`config.mk`:
```
export PLATFORM = sky130hd
export DESIGN_NAME = hash_check_ctrl_flat
export DESIGN_NICKNAME = d
export VERILOG_FILES = /design/src/rtl/hash_chk_pkg.sv /design/src/rtl/hash_check_ctrl_if.sv /design/src/rtl/hash_word_cmp.sv /design/src/rtl/hash_check_ctrl.sv /design/src/flat_wrapper.sv
export SDC_FILE = /design/constraint.sdc
export NUM_CORES = 1
export LEC_CHECK = 0
export CORE_MARGIN = 3
export CORE_UTILIZATION = 53
export CTS_CLUSTER_DIAMETER = 50
export DETAILED_ROUTE_END_ITERATION = 10
export MAX_ROUTING_LAYER = met4
export PLACE_DENSITY = 0.86
export SLEW_MARGIN = 20
export SYNTH_ARGS = -nofsm -noshare
export SYNTH_HDL_FRONTEND = slang
export SYNTH_SLANG_ARGS = --single-unit
```
`constraint.sdc`:
```
create_clock -name clk -period 5.1 [get_ports clk]
set_input_delay 0.765 -clock clk [delete_from_list [all_inputs] [get_ports clk]]
set_output_delay 0.765 -clock clk [all_outputs]
set_load 0.05 [all_outputs]
```
`src/rtl/hash_chk_pkg.sv`:
```
// Shared types and defaults for the weight-stream hash checker.
package hash_chk_pkg;

    localparam int HASH_W_DEF     = 256;
    localparam int REF_W_DEF      = 64;
    localparam int N_HASH_DEF     = 10;
    localparam int CNT_W_DEF      = 16;
    localparam int WORDS_PER_HASH = HASH_W_DEF / REF_W_DEF;

    typedef enum logic [2:0] {
        S_IDLE,
        S_WAIT,
        S_POP,
        S_READ,
        S_DRAIN,
        S_RESULT,
        S_DONE,
        S_HALT
    } hash_chk_state_e;

endpackage

```
`src/rtl/hash_check_ctrl_if.sv`:
```
// Hasher pop handshake and reference-RAM read port seen by the checker.
interface hash_check_ctrl_if #(
    parameter int HASH_W = 256,
    parameter int REF_W  = 64,
    parameter int ADDR_W = 6
);
    logic              hash_valid;
    logic [HASH_W-1:0] hash_in;
    logic              hash_pop;
    logic              ref_rd;
    logic [ADDR_W-1:0] ref_addr;
    logic [REF_W-1:0]  ref_rdata;

    // checker side
    modport master (
        input  hash_valid, hash_in, ref_rdata,
        output hash_pop, ref_rd, ref_addr
    );

    // hasher / RAM side
    modport slave (
        output hash_valid, hash_in, ref_rdata,
        input  hash_pop, ref_rd, ref_addr
    );
endinterface

```
`src/rtl/hash_word_cmp.sv`:
```
// Holds the popped hash and folds the per-word compare into one ok flag.
// RAM data arrives one cycle after the read, so the word select is delayed
// to line up with ref_rdata.
module hash_word_cmp #(
    parameter int HASH_W = 256,
    parameter int REF_W  = 64,
    parameter int WI_W   = 2
) (
    input  logic              clk,
    input  logic              rstn,
    input  logic              load,
    input  logic [HASH_W-1:0] hash_in,
    input  logic              rd,
    input  logic [WI_W-1:0]   word_sel,
    input  logic [REF_W-1:0]  rdata,
    output logic              ok
);
    logic [HASH_W-1:0] hash_q;
    logic              rd_d;
    logic [WI_W-1:0]   sel_d;
    logic [REF_W-1:0]  ref_word;

    assign ref_word = hash_q[sel_d*REF_W +: REF_W];

    // latch on pop, then clear ok on any differing word
    always_ff @(posedge clk or negedge rstn) begin
        if (!rstn) begin
            hash_q <= '0;
            rd_d   <= 1'b0;
            sel_d  <= '0;
            ok     <= 1'b0;
        end else begin
            rd_d  <= rd;
            sel_d <= word_sel;
            if (load) begin
                hash_q <= hash_in;
                ok     <= 1'b1;
            end else if (rd_d && (rdata != ref_word)) begin
                ok <= 1'b0;
            end
        end
    end
endmodule

```
`src/rtl/hash_check_ctrl.sv`:
```
// Sequences bundle hash checks: pop hash, read 4 reference words, report.
module hash_check_ctrl
    import hash_chk_pkg::*;
#(
    parameter int HASH_W = HASH_W_DEF,
    parameter int REF_W  = REF_W_DEF,
    parameter int N_HASH = N_HASH_DEF,
    parameter int ADDR_W = $clog2(N_HASH * HASH_W / REF_W),
    parameter int CNT_W  = CNT_W_DEF,
    localparam int IDX_W = $clog2(N_HASH)
) (
    input  logic               clk,
    input  logic               rstn,
    input  logic               start,
    input  logic               halt_on_err,
    input  logic               bundle_done,
    hash_check_ctrl_if.master  bus,
    output logic               chk_valid,
    output logic               chk_ok,
    output logic [IDX_W-1:0]   chk_idx,
    output logic [CNT_W-1:0]   match_cnt,
    output logic [CNT_W-1:0]   mismatch_cnt,
    output logic               err_proto,
    output logic               err_ovf,
    output logic               halted,
    output logic               busy,
    output logic               done
);
    localparam int WI_W  = $clog2(WORDS_PER_HASH);
    localparam int ISS_W = $clog2(N_HASH + 1);

    hash_chk_state_e  state, state_nxt;
    logic [IDX_W-1:0] idx;
    logic [WI_W-1:0]  w;
    logic [2:0]       pending;
    logic [ISS_W-1:0] issued;
    logic             ok;
    logic             accept_bd, issued_full, can_pop, last_idx, last_word;

    assign busy        = (state == S_WAIT) || (state == S_POP) || (state == S_READ) ||
                         (state == S_DRAIN) || (state == S_RESULT);
    assign accept_bd   = bundle_done && busy && !start;
    assign issued_full = (issued == ISS_W'(N_HASH));
    assign can_pop     = bus.hash_valid && (pending != 3'd0);
    assign last_idx    = (idx == IDX_W'(N_HASH - 1));
    assign last_word   = (w == WI_W'(WORDS_PER_HASH - 1));

    assign bus.hash_pop = (state == S_POP);
    assign bus.ref_rd   = (state == S_READ);
    assign bus.ref_addr = bus.ref_rd ? ADDR_W'(int'(idx) * WORDS_PER_HASH + int'(w)) : '0;
    assign chk_valid    = (state == S_RESULT);
    assign chk_ok       = chk_valid && ok;
    assign chk_idx      = idx;
    assign halted       = (state == S_HALT);
    assign done         = (state == S_DONE);

    hash_word_cmp #(.HASH_W(HASH_W), .REF_W(REF_W), .WI_W(WI_W)) u_cmp (
        .clk      (clk),
        .rstn     (rstn),
        .load     (bus.hash_pop),
        .hash_in  (bus.hash_in),
        .rd       (bus.ref_rd),
        .word_sel (w),
        .rdata    (bus.ref_rdata),
        .ok       (ok)
    );

    // state register
    always_ff @(posedge clk or negedge rstn) begin
        if (!rstn) state <= S_IDLE;
        else       state <= state_nxt;
    end

    // next state; RESULT may go straight to POP so results can be 7 cycles apart
    always_comb begin
        state_nxt = state;
        case (state)
            S_IDLE:   state_nxt = S_IDLE;
            S_WAIT:   if (can_pop) state_nxt = S_POP;
            S_POP:    state_nxt = S_READ;
            S_READ:   if (last_word) state_nxt = S_DRAIN;
            S_DRAIN:  state_nxt = S_RESULT;
            S_RESULT: begin
                if (!ok && halt_on_err) state_nxt = S_HALT;
                else if (last_idx)      state_nxt = S_DONE;
                else if (can_pop)       state_nxt = S_POP;
                else                    state_nxt = S_WAIT;
            end
            S_DONE:   state_nxt = S_DONE;
            S_HALT:   state_nxt = S_HALT;
            default:  state_nxt = S_IDLE;
        endcase
        if (start) state_nxt = S_WAIT;
    end

    // index, word counter, pending/issued bookkeeping, counters and sticky errors
    always_ff @(posedge clk or negedge rstn) begin
        if (!rstn) begin
            idx          <= '0;
            w            <= '0;
            pending      <= 3'd0;
            issued       <= '0;
            match_cnt    <= '0;
            mismatch_cnt <= '0;
            err_proto    <= 1'b0;
            err_ovf      <= 1'b0;
        end else if (start) begin
            idx          <= '0;
            w            <= '0;
            pending      <= 3'd0;
            issued       <= '0;
            match_cnt    <= '0;
            mismatch_cnt <= '0;
            err_proto    <= 1'b0;
            err_ovf      <= 1'b0;
        end else begin
            if (state == S_POP)       w <= '0;
            else if (state == S_READ) w <= w + 1'b1;

            if (state == S_RESULT && (state_nxt == S_WAIT || state_nxt == S_POP))
                idx <= idx + 1'b1;

            if (state == S_RESULT) begin
                if (ok) begin
                    if (match_cnt != '1) match_cnt <= match_cnt + 1'b1;
                end else begin
                    if (mismatch_cnt != '1) mismatch_cnt <= mismatch_cnt + 1'b1;
                end
            end

            case ({accept_bd && !issued_full, bus.hash_pop})
                2'b10:   if (pending != 3'd7) pending <= pending + 3'd1;
                2'b01:   pending <= pending - 3'd1;
                default: pending <= pending;
            endcase

            if (accept_bd && !issued_full) issued <= issued + 1'b1;
            if (accept_bd && issued_full)  err_ovf <= 1'b1;
            if (state == S_WAIT && bus.hash_valid && pending == 3'd0) err_proto <= 1'b1;
        end
    end
endmodule

```
`src/flat_wrapper.sv`:
```
// flat-port wrapper written by rule: the top's interface ports become plain ports
module hash_check_ctrl_flat import hash_chk_pkg::*;
#(
    parameter int HASH_W = HASH_W_DEF,
    parameter int REF_W  = REF_W_DEF,
    parameter int N_HASH = N_HASH_DEF,
    parameter int ADDR_W = $clog2(N_HASH * HASH_W / REF_W),
    parameter int CNT_W  = CNT_W_DEF,
    localparam int IDX_W = $clog2(N_HASH)
)
  (clk, rstn, start, halt_on_err, bundle_done, chk_valid, chk_ok, chk_idx, match_cnt, mismatch_cnt, err_proto, err_ovf, halted, busy, done, bus_hash_valid, bus_hash_in, bus_ref_rdata, bus_hash_pop, bus_ref_rd, bus_ref_addr);
  hash_check_ctrl_if #(.HASH_W(HASH_W), .REF_W(REF_W), .ADDR_W(ADDR_W)) bus_i ();
  input  logic clk;
  input  logic rstn;
  input  logic start;
  input  logic halt_on_err;
  input  logic bundle_done;
  output logic chk_valid;
  output logic chk_ok;
  output logic [IDX_W-1:0] chk_idx;
  output logic [CNT_W-1:0] match_cnt;
  output logic [CNT_W-1:0] mismatch_cnt;
  output logic err_proto;
  output logic err_ovf;
  output logic halted;
  output logic busy;
  output logic done;
  input wire logic [$bits(bus_i.hash_valid)-1:0] bus_hash_valid;
  input wire logic [$bits(bus_i.hash_in)-1:0] bus_hash_in;
  input wire logic [$bits(bus_i.ref_rdata)-1:0] bus_ref_rdata;
  output wire logic [$bits(bus_i.hash_pop)-1:0] bus_hash_pop;
  output wire logic [$bits(bus_i.ref_rd)-1:0] bus_ref_rd;
  output wire logic [$bits(bus_i.ref_addr)-1:0] bus_ref_addr;
  assign bus_i.hash_valid = bus_hash_valid;
  assign bus_i.hash_in = bus_hash_in;
  assign bus_i.ref_rdata = bus_ref_rdata;
  assign bus_hash_pop = bus_i.hash_pop;
  assign bus_ref_rd = bus_i.ref_rd;
  assign bus_ref_addr = bus_i.ref_addr;
  hash_check_ctrl #(.HASH_W(HASH_W), .REF_W(REF_W), .N_HASH(N_HASH), .ADDR_W(ADDR_W), .CNT_W(CNT_W)) u_core (.clk(clk), .rstn(rstn), .start(start), .halt_on_err(halt_on_err), .bundle_done(bundle_done), .bus(bus_i), .chk_valid(chk_valid), .chk_ok(chk_ok), .chk_idx(chk_idx), .match_cnt(match_cnt), .mismatch_cnt(mismatch_cnt), .err_proto(err_proto), .err_ovf(err_ovf), .halted(halted), .busy(busy), .done(done));
endmodule
```
Word-level counts from Yosys, hierarchy flattened
Index checks and enable logic that the tools add are counted.
{"block": "totals", "reg_bits": 310, "input_bits": 326, "wordCells": 110}
{"block": "classes", "add_sub_neg": 8, "n_eq_ne": 20, "shifts": 1, "n_mux": 32, "reduce_logical": 36}
{"operator": "$shiftx A256 B9 Y64", "n": 1}
{"operator": "$mux W16", "n": 8}
{"operator": "$ne A64 B64 Y1", "n": 1}
{"operator": "$add A16 B1 Y16 const B", "n": 2}
{"operator": "$ne A16 B16 Y1 const B", "n": 2}
{"operator": "$pmux W3 S8", "n": 1}
{"operator": "$mux W3", "n": 7}
{"operator": "$reduce_bool A2 Y1", "n": 9}
{"operator": "$mux W4", "n": 4}
{"operator": "$eq A3 B3 Y1 const B", "n": 4}
{"operator": "$logic_and A1 B1 Y1", "n": 11}
{"operator": "$eq A3 B2 Y1 const B", "n": 3}
{"operator": "$reduce_bool A3 Y1", "n": 3}
{"operator": "$add A4 B1 Y4 const B", "n": 2}
{"operator": "$eq A4 B4 Y1 const B", "n": 2}
{"operator": "$mux W2", "n": 4}
{"operator": "$add A6 B2 Y6", "n": 1}
{"operator": "$eq A3 B1 Y1 const B", "n": 2}
{"operator": "$logic_not A3 Y1", "n": 2}
{"operator": "$mux W1", "n": 6}
{"operator": "$mux W6", "n": 1}
{"operator": "$pmux W3 S2", "n": 1}
{"operator": "$reduce_and A3 Y1", "n": 2}
{"operator": "$logic_or A1 B1 Y1", "n": 5}
{"operator": "other kinds (10)", "n": 13}

Depth between registers and ports, before layout
{"block": "depth", "ltp_word": 12, "ltp_mapped": 9}

Cells and area by module
From an unflattened synthesis, not the netlist that was laid out.
{"block": "hier_totals", "cells_unflattened": 1010, "hier_area_um2": 14627.8}
{"mod": "hash_word_cmp", "instances": 1, "cells_per_inst": 711, "area_each_um2": 11740.0, "seq_area_each_um2": 6506.2}
{"mod": "hash_check_ctrl", "instances": 1, "cells_per_inst": 299, "area_each_um2": 2887.8, "seq_area_each_um2": 1251.2}

Worst setup path before layout
Ideal clock, no wire load.
{"block": "synth_path", "path_kind": "register -> output", "from": "reg u_core.state[2]", "to": "out bus_ref_addr[0]", "arrival_ps": 2106, "required_time_ps": 4335, "slack_ps": 2229, "path_stages_with_launch": 5, "path_cell_list": "dfrtp_1 -> buf_2 -> nand2b_1 -> nor2_1 -> and2_1"}
{"block": "synth_via", "elab_chain_len": 2}
{"element": "from (decl)", "line": "hash_check_ctrl.sv:32", "rtl": "hash_chk_state_e state, state_nxt;"}
{"element": "from (signal assigned)", "line": "hash_check_ctrl.sv:71", "rtl": "else state <= state_nxt;"}
{"element": "$eq A3 B2 Y1", "line": "hash_check_ctrl.sv:49", "rtl": "assign bus.ref_rd = (state == S_READ);"}
{"element": "via bus_ref_rd", "line": "flat_wrapper.sv:32", "rtl": "output wire logic [$bits(bus_i.ref_rd)-1:0] bus_ref_rd;"}
{"element": "$mux W6", "line": "hash_check_ctrl.sv:50", "rtl": "assign bus.ref_addr = bus.ref_rd ? ADDR_W'(int'(idx) * WORDS_PER_HASH + int'(w)) : '0;"}
{"element": "to (decl)", "line": "flat_wrapper.sv:33", "rtl": "output wire logic [$bits(bus_i.ref_addr)-1:0] bus_ref_addr;"}
The timed path passes the listed nets, and every way through them passes these cells.

Worst setup path after layout
{"block": "layout_path", "from": "reg u_core.state[1]", "to": "out bus_hash_pop"}
{"block": "layout_via", "elab_chain_len": 1}
{"element": "$eq A3 B2 Y1", "line": "hash_check_ctrl.sv:48", "rtl": "assign bus.hash_pop = (state == S_POP);"}
{"element": "to (decl)", "line": "flat_wrapper.sv:31", "rtl": "output wire logic [$bits(bus_i.hash_pop)-1:0] bus_hash_pop;"}
Every way passes these cells.

==> flow_summary_export.csv <==
group,metric,value,unit
place,dp_slack,1.51,ns
die,core,26400,um^2
drt,viasPerCell,5.54,
worst_setup_path,r2r_start,"u_core.u_cmp.sel_d[0]",
die,start_util,0.548,
die,die_area,29400,um^2
worst_setup_path,end_kind,"output port",
drt,drtPass1Iterations,5,
power,power.density,384,nW/um^2
place,dpl.hpwl,32.0,mm
clock_tree,cts_buffers,35,
die,die_h,171,um
die,fp.dieW,171,um
drt,drc,0,
clock_tree,cts.sinks,310,
timing,worst_pin_slew,1.10,ns
yosys,ys_seq_elements,310,
drt,vias,12500,
timing,slew_violations,0,
timing,setup_viol,0,
global_route,grt-ovfl-total,0,
yosys,synth_top_area_share,0.535,
global_route,antenna_found_initial,8,
yosys,yosysSeqAreaShare,0.535,
clock_tree,cts_setup_buffers,0,
clock_tree,cts-root-buf,"clkbuf_16",
yosys,ys_warn_count,0,
die,std_cell_rows,59,
clock_tree,insertion_delay,0.51,ns
global_route,grt_first_pass_wirelength,69.2,mm
drt,ant_nets,0,
place,placed_area,18500,um^2
finish,drive_above_1_share,0.0720,
finish,nFillCells,1749,
worst_setup_path,cp.arrival,2.72,ns
yosys,yosys_most_used_dff,"dfrtp_1",
power,p_leak,8.28,nW
place,io_buffers,376,
timing,finalHoldViolations,0,
worst_setup_path,cp.required,4.34,ns
yosys,synth_cell_type_count,41,
worst_setup_path,critPathLaunchType,"flop",
clock_tree,cts_max_level,2,
drt,dr.first_iter.drc_count,1429,
timing,fin_crit,3.48,ns
power,peakVddDrop,0.247,mV
clock_tree,ctsHoldBuffers,0,
timing,rsz0062_at_grt,"no",
finish,area_growth,36.0,%
yosys,synth_edf_count,0,
worst_setup_path,timing.rr.end,"u_core.u_cmp.ok",
global_route,grt.total_usage,0.316,
yosys,synthCells,1535,
timing,skew,0.0144,ns
clock_tree,cts_tree,"done",
global_route,grt_max_degree,259,
worst_setup_path,crit_path_max_fanout,83,
place,place_congestion,0.906,
global_route,grt_pass1_vias,12700,
finish,finish.instance_area,19700,um^2
yosys,synth_area,14500,um^2
timing,finalCritPeriodShare,0.683,
worst_setup_path,path_class,"reg2out",
hold_path,hold_class,"in2async",
yosys,postSynthAreaPerCell,9.44,um^2
worst_setup_path,rrSetupSlack,1.78,ns
finish,nNetsFinal,2213,
timing,worst_slack,1.62,ns
worst_setup_path,reg2reg_depth,7,
clock_tree,cts_resized,0,
yosys,syn_nets,1869,
run_status,status,"finished clean",
flow_run,cap_violations,0,
clock_tree,cts.reportedPaths.clkPinSlew,0.06,ns
timing,tns,0,ns
timing,slew_headroom,0.264,
yosys,synth_top_cell_by_area,"dfrtp_1",
drt,avgRoutedWirePerCell,20.3,um
yosys,synthTopCellsByCount,"nand2_1 (792), dfrtp_1 (310), xnor2_1 (79)",
timing,max_freq,287,MHz
yosys,yosys-top-cells-area,"dfrtp_1 (54%), nand2_1 (21%), mux4_2 (9.9%)",
drt,routed_wl,45.6,mm
die,io_pins,377,
yosys,synth_most_common_cell,"nand2_1",
clock_tree,cts_max_path_buffers,3,
yosys,async_flop_share,1.00,
==> layer usage <==
metal | vias up | wire length (um) | global-route usage | part of all wire
li1 | 5624 | - | - | -
met1 | 6058 | 17200 | 0.396 | 0.38
met2 | 649 | 22700 | 0.512 | 0.50
met3 | 125 | 3530 | 0.0563 | 0.077
met4 | 0 | 2180 | 0.138 | 0.048
met5 | - | 0 | - | 0
==> flip-flops by register name, indices dropped and copies added, names as in the netlist, 2 cells and up <==
signal / flops
u_core.chk_idx: 4
u_core.issued: 4
u_core.match_cnt: 16
u_core.mismatch_cnt: 16
u_core.pending: 3
u_core.state: 3
u_core.u_cmp.hash_q: 256
u_core.u_cmp.sel_d: 2
u_core.w: 2
==> cells in the final DEF, fill, tap and decap left out, drive strengths merged, types with 9 or more instances in the layout <==
| cell type | instances |
|---|---|
| nand2 | 792 |
| clkdlybuf4s50 | 375 |
| dfrtp | 310 |
| xnor2 | 79 |
| mux4 | 64 |
| nor2 | 59 |
| clkbuf | 47 |
| nand4 | 27 |
| xor2 | 20 |
| nand3 | 17 |
| inv | 13 |
| buf | 11 |
| nor3 | 9 |
==> cell families after synthesis <==
| kind of cell | count (synthesis) | synth area share |
|---|---|---|
| adders and majority gates | 8 | 0.00743 |
| muxes | 69 | 0.103 |
| buffers and inverters | 91 | 0.0267 |
| xor gates and xnor gates | 99 | 0.0598 |
| AOI/OAI and AO/OA | 25 | 0.0132 |
| and+or+nand+nor | 933 | 0.254 |
| DFF | 310 | 0.535 |
==> metrics by stage <==
stage                     hold slack [ns]  total power (W)   util  instances
after detailed placement            0.456          0.00490  0.698       2176
after floorplan                     0.389          0.00423      -       1535
after global placement              0.452          0.00480  0.698       2176
final                               0.321          0.00756  0.746       2247
after global routing                0.384          0.00791  0.746       2247
after CTS                           0.360          0.00757  0.744       2238
==> layout make-up <==
cell class | instances | area [um^2] | share of cell area
Antenna cell | 8 | 20.0 | 0.00102
Clock buffer | 47 | 993 | 0.0504
Clock inverter | 15 | 220 | 0.0112
Inverter | 12 | 52.6 | 0.00267
Multi-Input combinational cell | 1134 | 6350 | 0.322
Sequential cell | 310 | 7760 | 0.394
Tap cell | 335 | 419 | 0.0213
Timing Repair Buffer | 386 | 3890 | 0.197
==> where the power goes <==
| part | switching [W] | internal [W] | total [W] |
|---|---|---|---|
| logic | 0.000694 | 0.000788 | 0.00148 |
| clock network | 0.00101 | 0.00163 | 0.00264 |
| registers | 0.000377 | 0.00306 | 0.00344 |
==> worst max path at each step <==
stage | start | endpoint
2_1_floorplan | u_core.state[2] | bus_ref_addr[0]
3_3_place_gp | start | u_core.chk_idx[3]
3_5_place_dp | start | u_core.pending[2]
4_1_cts | u_core.state[1] | bus_hash_pop
5_1_grt | u_core.state[1] | bus_hash_pop
6_report | u_core.state[1] | bus_hash_pop
==> critical path, cell delays in order, from the launching register on <==
cell and delay (ns):
dfrtp_1 0.57, nand2b_1 0.17, nand2b_4 0.22, inv_8 0.33, clkdlybuf4s50_1 0.90
(Power assumes the default switching activity.)
